--- config.mk ---
export PLATFORM = sky130hd
export DESIGN_NAME = sha256_padder
export DESIGN_NICKNAME = d
export VERILOG_FILES = /design/src/rtl/sha256_padder.sv
export SDC_FILE = /design/constraint.sdc
export NUM_CORES = 2
export LEC_CHECK = 0
export ABC_AREA = 1
export CORE_ASPECT_RATIO = 1.5
export CORE_MARGIN = 5
export CORE_UTILIZATION = 30
export CTS_BUF_LIST = sky130_fd_sc_hd__clkbuf_8 sky130_fd_sc_hd__clkbuf_16
export CTS_CLUSTER_SIZE = 16
export DETAILED_ROUTE_END_ITERATION = 10
export SETUP_SLACK_MARGIN = 0.02
export SLEW_MARGIN = 0
export SYNTH_ARGS = -nofsm -noshare
export SYNTH_HDL_FRONTEND = slang
export SYNTH_SLANG_ARGS = --single-unit
--- constraint.sdc ---
create_clock -name clk -period 2.98 [get_ports clk]
set_input_delay 0.596 -clock clk [delete_from_list [all_inputs] [get_ports clk]]
set_output_delay 0.596 -clock clk [all_outputs]
set_load 0.01 [all_outputs]
--- src/rtl/sha256_padder.sv ---
// SHA-256 message padder: buffers a 32-bit big-endian word stream into 512-bit blocks,
// appends 0x80 / zero fill / 64-bit bit length, and bursts each block as 16 words to the core.
module sha256_padder #(
    parameter int unsigned LEN_W = 61
) (
    input  logic        clk,
    input  logic        reset,
    input  logic [31:0] in_data,
    input  logic        in_valid,
    input  logic        in_last,
    input  logic [2:0]  in_bytes,
    output logic        in_ready,
    input  logic        sha_busy,
    output logic [31:0] data,
    output logic        write_enable,
    output logic        first_block,
    output logic        last_block,
    output logic        msg_done
);

    typedef enum logic [2:0] {
        S_IDLE,
        S_FILL,
        S_PAD,
        S_WAIT,
        S_START,
        S_SEND
    } state_t;

    state_t           state_q, state_d;
    logic [31:0]      blk [16];
    logic [3:0]       idx_q;
    logic [3:0]       k_q;
    logic [LEN_W-1:0] byte_cnt_q;
    logic [4:0]       pad_pos_q;   // word holding the 0x80 byte; 16 = deferred to next block
    logic             first_q;
    logic             final_q;
    logic             extra_q;
    logic             armed_q;
    logic             done_q;

    logic             xfer;
    logic [2:0]       add_bytes;
    logic [63:0]      bit_len;

    function automatic logic [31:0] pad_last(input logic [31:0] w, input logic [2:0] n);
        case (n)
            3'd0:    pad_last = 32'h8000_0000;
            3'd1:    pad_last = {w[31:24], 24'h80_0000};
            3'd2:    pad_last = {w[31:16], 16'h8000};
            3'd3:    pad_last = {w[31:8], 8'h80};
            default: pad_last = w;
        endcase
    endfunction

    assign xfer      = in_valid && in_ready;
    assign add_bytes = !in_last ? 3'd4 : (in_bytes[2] ? 3'd4 : in_bytes);
    assign bit_len   = 64'({byte_cnt_q, 3'b000});
    assign msg_done  = done_q;

    always_comb begin
        in_ready     = armed_q && (state_q == S_IDLE || state_q == S_FILL);
        write_enable = (state_q == S_SEND);
        data         = write_enable ? blk[k_q] : '0;
        first_block  = first_q && ((state_q == S_START) || (state_q == S_SEND && k_q == 4'd0));
        last_block   = final_q && (state_q == S_SEND) && (k_q == 4'd0);
    end

    always_comb begin
        state_d = state_q;
        case (state_q)
            S_IDLE:  if (xfer) state_d = in_last ? S_PAD : S_FILL;
            S_FILL:  if (xfer) state_d = in_last ? S_PAD : ((idx_q == 4'd15) ? S_WAIT : S_FILL);
            S_PAD:   state_d = S_WAIT;
            S_WAIT:  if (!sha_busy) state_d = S_START;
            S_START: state_d = S_SEND;
            S_SEND:  if (k_q == 4'd15) state_d = final_q ? S_IDLE : (extra_q ? S_WAIT : S_FILL);
            default: state_d = S_IDLE;
        endcase
    end

    always_ff @(posedge clk or negedge reset) begin
        if (!reset) state_q <= S_IDLE;
        else        state_q <= state_d;
    end

    always_ff @(posedge clk or negedge reset) begin
        if (!reset) begin
            for (int unsigned j = 0; j < 16; j++) blk[j] <= '0;
            idx_q      <= '0;
            k_q        <= '0;
            byte_cnt_q <= '0;
            pad_pos_q  <= '0;
            first_q    <= 1'b0;
            final_q    <= 1'b0;
            extra_q    <= 1'b0;
            armed_q    <= 1'b0;
            done_q     <= 1'b0;
        end else begin
            armed_q <= 1'b1;
            done_q  <= 1'b0;
            case (state_q)
                S_IDLE, S_FILL: begin
                    // words past the write index are already zero: the buffer is cleared at every block boundary
                    if (xfer) begin
                        if (in_last) begin
                            blk[idx_q] <= pad_last(in_data, in_bytes);
                            if (in_bytes[2] && idx_q != 4'd15) blk[idx_q + 4'd1] <= 32'h8000_0000;
                            pad_pos_q <= {1'b0, idx_q} + 5'(in_bytes[2]);
                        end else begin
                            blk[idx_q] <= in_data;
                        end
                        idx_q      <= idx_q + 4'd1;
                        byte_cnt_q <= ((state_q == S_IDLE) ? '0 : byte_cnt_q) + LEN_W'(add_bytes);
                        if (state_q == S_IDLE) first_q <= 1'b1;
                    end
                end
                S_PAD: begin
                    if (pad_pos_q <= 5'd13) begin
                        blk[14] <= bit_len[63:32];
                        blk[15] <= bit_len[31:0];
                        final_q <= 1'b1;
                    end else begin
                        extra_q <= 1'b1;
                    end
                end
                S_SEND: begin
                    k_q <= k_q + 4'd1;
                    if (k_q == 4'd0) first_q <= 1'b0;
                    if (k_q == 4'd15) begin
                        for (int unsigned j = 0; j < 16; j++) blk[j] <= '0;
                        idx_q <= '0;
                        if (final_q) begin
                            final_q    <= 1'b0;
                            byte_cnt_q <= '0;
                            done_q     <= 1'b1;
                        end else if (extra_q) begin
                            blk[0]  <= pad_pos_q[4] ? 32'h8000_0000 : 32'h0;
                            blk[14] <= bit_len[63:32];
                            blk[15] <= bit_len[31:0];
                            final_q <= 1'b1;
                            extra_q <= 1'b0;
                        end
                    end
                end
                default: ;
            endcase
        end
    end

endmodule

Word level (Yosys, flattened, before mapping)
Index checks and enable logic that the tools add are counted.

cells by class
  add/subtract/negate cells = 4
  order comparisons = 6
  eq/ne operators = 22
  multiplexer cells = 62
  bitwise operators = 6
  reductions and logical operators = 26

operator list
  operator            count
  $mux 512            4
  $bwmux 512          2
  $pmux 448 s2        1
  $and 496x496->496   1
  $not 496->496       1
  $mux 32             11
  $demux 32 s4        2
  $mux 61             4
  $mux 64             3
  $pmux 64 s3         1
  $bmux 32 s4         1
  $pmux 32 s4         1
  $pmux 61 s2         1
  $add 61x3->61       1
  $reduce_and 4->1    5
  $mux 3              6
  $pmux 3 s6          1
  $ne 2x2->1 const B  8
  $or 16x16->16       1
  $ge 5x5->1 const B  3
  $not 4->5           3
  $mux 1              13
  $eq 3x2->1 const B  4
  $lt 5x1->1 const B  2
  20 further kinds    46

word-level totals
  register bits = 594
  input bits = 40
  output and inout bits = 37
  logic and storage cells = 152

Logic depth before layout (Yosys ltp)
  depth in word-level cells = 12
  gate-level depth with buffers = 19
  gate-level depth less buffers = 17

Worst setup path before layout
OpenSTA, ideal clock, no wires.

  path kind = input port to flip-flop
  start = input in_last
  end = register byte_cnt_q[38]
  library setup time = 0.118 ns
  data arrival time = 3.059 ns
  required time = 2.862 ns
  path slack = -0.197 ns
  cell stages on the path = 19
  path buffers = 4
  path through = buf_2 buf_2 clkbuf_1 buf_1 nand2_1 nor2_1 ha_1 fa_1 nand2_1 nand2_1 nand4_2 nor2_1 nand2_1 nor2_1 nand2_1 nor2_1 nand2_1 nand3_1 nand2_1

between the ends
  longest elaborated chain between the ends = 4

ends and longest elaborated chain
  what                    RTL line  source
  start: declaration      10        input logic in_last,
  $mux 3                  57        assign add_bytes = !in_last ? 3'd4 : (in_bytes[2] ? 3'd4 : in_bytes);
  $add 61x3->61           114       byte_cnt_q <= ((state_q == S_IDLE) ? '0 : byte_cnt_q) + LEN_W'(add_bytes);
  $mux 61                 105       if (xfer) begin
  $pmux 61 s2             102       case (state_q)
  end signal: assignment  114
  end: declaration        34        logic [LEN_W-1:0] byte_cnt_q;

No other way between the ends. The select of a mux whose other input is x is not followed.
A chain may end at the register's enable or synchronous reset.

Worst setup path in the final report
  start = register k_q[0]
  end = output data[30]

between the ends
  longest elaborated chain between the ends = 5

ends and longest elaborated chain
  what                                        RTL line  source
  start: declaration                          33        logic [3:0] k_q;
  start signal: assignment                    128       k_q <= k_q + 4'd1;
  $not 4->5 (implied by the code)             64        data = write_enable ? blk[k_q] : '0;
  $bmux 32 s4                                 64
  $mux 32 (implied by the code) (2 in a row)  64
  $mux 32                                     64
  end: declaration                            14        output logic [31:0] data,

No other way between the ends. The select of a mux whose other input is x is not followed.

==> reports/metrics.csv <==
stage,metric,value,unit
die,DIE WIDTH,307.6,um
worst_setup_path,WP data required,2.38,ns
die,Starting Density,0.3024,
clock_network,CTS tree,yes,
worst_setup_path,CP Class,reg2out,
cells_and_area,Util after Layout,0.3749,
worst_setup_path,Bufs and invs on worst path,6,
flow_run,max cap viols,0,
clock_network,clock latency on the worst-skew pair,0.69,ns
detailed_routing,DRT Wirelength,188.7,mm
detailed_routing,drt drc,0,
synth,Cells after Synth,6025,
outcome,run status,"complete, but fails checks",
grt,first-pass GRT wire length,276.8,mm
worst_setup_path,CP arrival,2.77,ns
worst_setup_path,"delay-heaviest family, CP",buffers and inverters,
sta,unrepaired setup endpoints after global routing,true,
die,IO Pins,77,
grt,vias in the first global route,43444,
clock_network,# clock sinks,593,
clock_network,CTS buffer count,61,
detailed_routing,Via Count,45104,
detailed_routing,Antenna Nets Post-Route,0,
synth,synthesized area,39850,sq um
worst_setup_path,critical path's largest stage delay,0.53,ns
synth,Ys Warns,0,
cells_and_area,multi-input logic area,22170,sq um
power,leakage power,21.92,nW
cells_and_area,proportion of layout cells with a drive suffix above 1,0.1473,
worst_setup_path,critical path's most frequent cell,buf_12,
synth,Netlist cell types,52,
synth,Mapped Nets,6080,
placed_design,Place WS,-0.3891,ns
sta,Final WS setup,-0.3868,ns
cells_and_area,register area,14850,sq um
sta,Pins Over Slew Limit,0,
sta,TNS Setup,-9.000,ns
worst_setup_path,CP max stage cell,dfrtp_4,
placed_design,Port-buffer cells,76,
clock_network,"CTS clk-pin slew, worst paths",0.07,ns
power,peak supply drop,0.4930,mV
synth,post-synthesis async set-or-reset flop share,1.000,
synth,#FFs+latches synth,593,
worst_setup_path,"critical path fanouts, max",7,
detailed_routing,Wirelength per Cell,23.71,um
worst_setup_path,crit path capture type,primary output,
die,die height,456.4,um
die,Die ar.,140400,sq um
synth,Yosys top cell area share,0.3724,
worst_setup_path,startpoint type of the worst setup path,register,
clock_network,Max Root-Sink Buffers,3,
synth,post-synthesis sequential area ratio,0.3724,
cells_and_area,fill cell count,13910,
sta,minimum clock period,3.367,ns
placed_design,GPL Wtd Cong,1.017,
worst_hold_path,Hold Crit Class,in2async,
worst_setup_path,cells along the critical path,"buf_12, buf_8, buf_12, buf_16, o21ai_2, o22ai_1, nand2_1, a41oi_2, buf_4, buf_6",
die,# rows,163,
sta,Final Hold Viols,0,
sta,WHS,0.4359,ns
synth,cell taking the most area after synthesis,dfrtp_1,
cells_and_area,Layout area overhead,23.97,%
sta,Final Cycle Share,1.130,
sta,f_max,0.2970,GHz
synth,Syn Area/Cell,6.614,sq um
synth,prevailing post-synth register cell,dfrtp_1,
power,Pwr per Cell Area,863.7,nW/um^2
sta,clock skew,0.02645,ns
die,Core Region,131700,sq um
synth,top area cells in the synthesized netlist,"dfrtp_1 (37%), o21ai_0 (16%), nand2_1 (12%)",
sta,Worst Tran Pin Value,1.040,ns
grt,GRT Total Usage,0.2532,
detailed_routing,drt via density,5.668,
placed_design,HPWL after DPL,132.4,mm
sta,Final Setup Violations,34,
cells_and_area,fin nets,6226,
power,total power,0.04266,W
outcome,failing checks,setup timing,
detailed_routing,drt first-iter violations,5524,
grt,"Remaining Overflow, GRT",0,
grt,largest net degree at the start of global routing,119,
synth,number of synthesized flops with an enable pin,0,
clock_network,clock root buffer,clkbuf_16,
sta,relative slew slack,0.3069,
detailed_routing,first drt pass iteration count,9,
clock_network,H-tree depth reported by CTS,2,
grt,antenna violations before repair,3,
-- worst register-to-register path, cell delays in order (launching register included) --
cell	delay, ns
dfrtp_4	0.57
buf_16	0.18
buf_8	0.15
buf_16	0.17
ha_1	0.21
inv_2	0.09
o21ai_2	0.07
buf_4	0.17
o21ai_1	0.12
inv_2	0.07
nand2_1	0.09
inv_2	0.09
nand2_4	0.17
buf_12	0.18
clkinvlp_4	0.25
nor2_1	0.16
a21oi_1	0.05
-- cells by family (layout without fill, tap and decap cells) --
family / Yosys count / count (layout) / share of synthesized area
DFF: 593 / 593 / 0.3724
AOI/OAI and AO/OA: 1945 / 1947 / 0.2584
xor gates and xnor gates: 22 / 22 / 0.005024
muxes: 2 / 2 / 0.0005652
adders and majority gates: 15 / 15 / 0.004898
other: 1 / 2 / 0.00009411
and+or+nand+nor: 2477 / 2478 / 0.2606
buffers and inverters: 970 / 1166 / 0.09800
-- final cells by class --
cell class | count | share of cell area
antenna | 1 | 0.00005066
clock buffer | 76 | 0.03508
multi-input combinational | 4465 | 0.4488
inverter | 498 | 0.03860
clock inverter | 40 | 0.007852
timing repair buffer | 552 | 0.1252
sequential | 593 | 0.3006
tap | 1732 | 0.04387
-- per-stage QoR --
step	instances	area (sq um)
floorplan	6025	39870
global placement	7765	44700
detailed placement	7765	44700
CTS	7942	48780
global route	7957	49400
finish	7957	49400
-- flip-flops by register name (all words and copies together) (netlist names) --
signal      flops
pad_pos_q       4
byte_cnt_q     61
state_q         3
idx_q           4
k_q             4
final_q         1
extra_q         1
msg_done        1
armed_q         1
blk           512
first_q         1
-- where the power goes --
group          switching, W  internal [W]  total, W  leakage [nW]
combinational        0.0136       0.00808    0.0217          13.1
clock               0.00380       0.00464   0.00844          1.07
sequential          0.00170        0.0109    0.0126          7.70
-- cells in the mapped netlist, types with 9 or more instances --
| cell type | n |
|---|---|
| a21oi_1 | 431 |
| a22oi_1 | 69 |
| a2bb2oi_1 | 17 |
| a41oi_1 | 32 |
| buf_1 | 52 |
| buf_2 | 96 |
| buf_4 | 14 |
| buf_6 | 12 |
| clkbuf_1 | 297 |
| dfrtp_1 | 593 |
| ha_1 | 14 |
| inv_1 | 466 |
| inv_2 | 26 |
| nand2_1 | 1306 |
| nand2_2 | 13 |
| nand3_1 | 582 |
| nand4_1 | 29 |
| nor2_1 | 482 |
| nor2_2 | 14 |
| nor2_4 | 9 |
| nor3_1 | 13 |
| o2111ai_1 | 12 |
| o21ai_0 | 1266 |
| o21ai_1 | 48 |
| o22ai_1 | 41 |
| xor2_1 | 13 |
-- repair_timing --
| item | in CTS | in global routing |
|---|---|---|
| hold endpoints to repair | 28 | 0 |
| gates cloned | 20 | 10 |
| setup buffers | 46 | 7 |
| endpoints found under the setup margin | 224 | 202 |
| gates resized for setup | 479 | 130 |
| hold buffers | 1 | 0 |
| pin swaps | 68 | 45 |
-- layout by cell type (no fill, tap or decap), types with 28 or more instances in the layout --
cell and count:
a21oi_1 366, a21oi_2 63, a22oi_1 69, a41oi_2 28
buf_12 81, buf_4 329, buf_6 50, clkbuf_16 68
clkdlybuf4s50_1 39, dfrtp_1 591, inv_1 470, nand2_1 1286
nand2_2 29, nand3_1 581, nand4_1 29, nor2_1 459
o21ai_0 1116, o21ai_1 162, o21ai_2 44, o22ai_1 30
-- path summary, 6_finish.rpt --
path | end | depth (start not counted) | slack (ns) | from
min in group clk | first_q | 2 | 0.49 | first_q
max in group asynchronous | state_q[1] | 3 | 1.60 | reset
min | blk[504] | 2 | 0.44 | reset
max | data[30] | 10 | -0.39 | k_q[0]
max reg2reg | blk[55] | 16 | 0.06 | k_q[0]
min reg2reg | first_q | 2 | 0.49 | first_q
-- routing by layer --
layer,track usage,vias up,part of all wire
li1,-,20454,-
met1,0.2920,21449,0.36
met2,0.4303,2457,0.48
met3,0.03289,742,0.073
met4,0.1825,2,0.094
met5,0,-,0.000037
(Power assumes the default switching activity.)
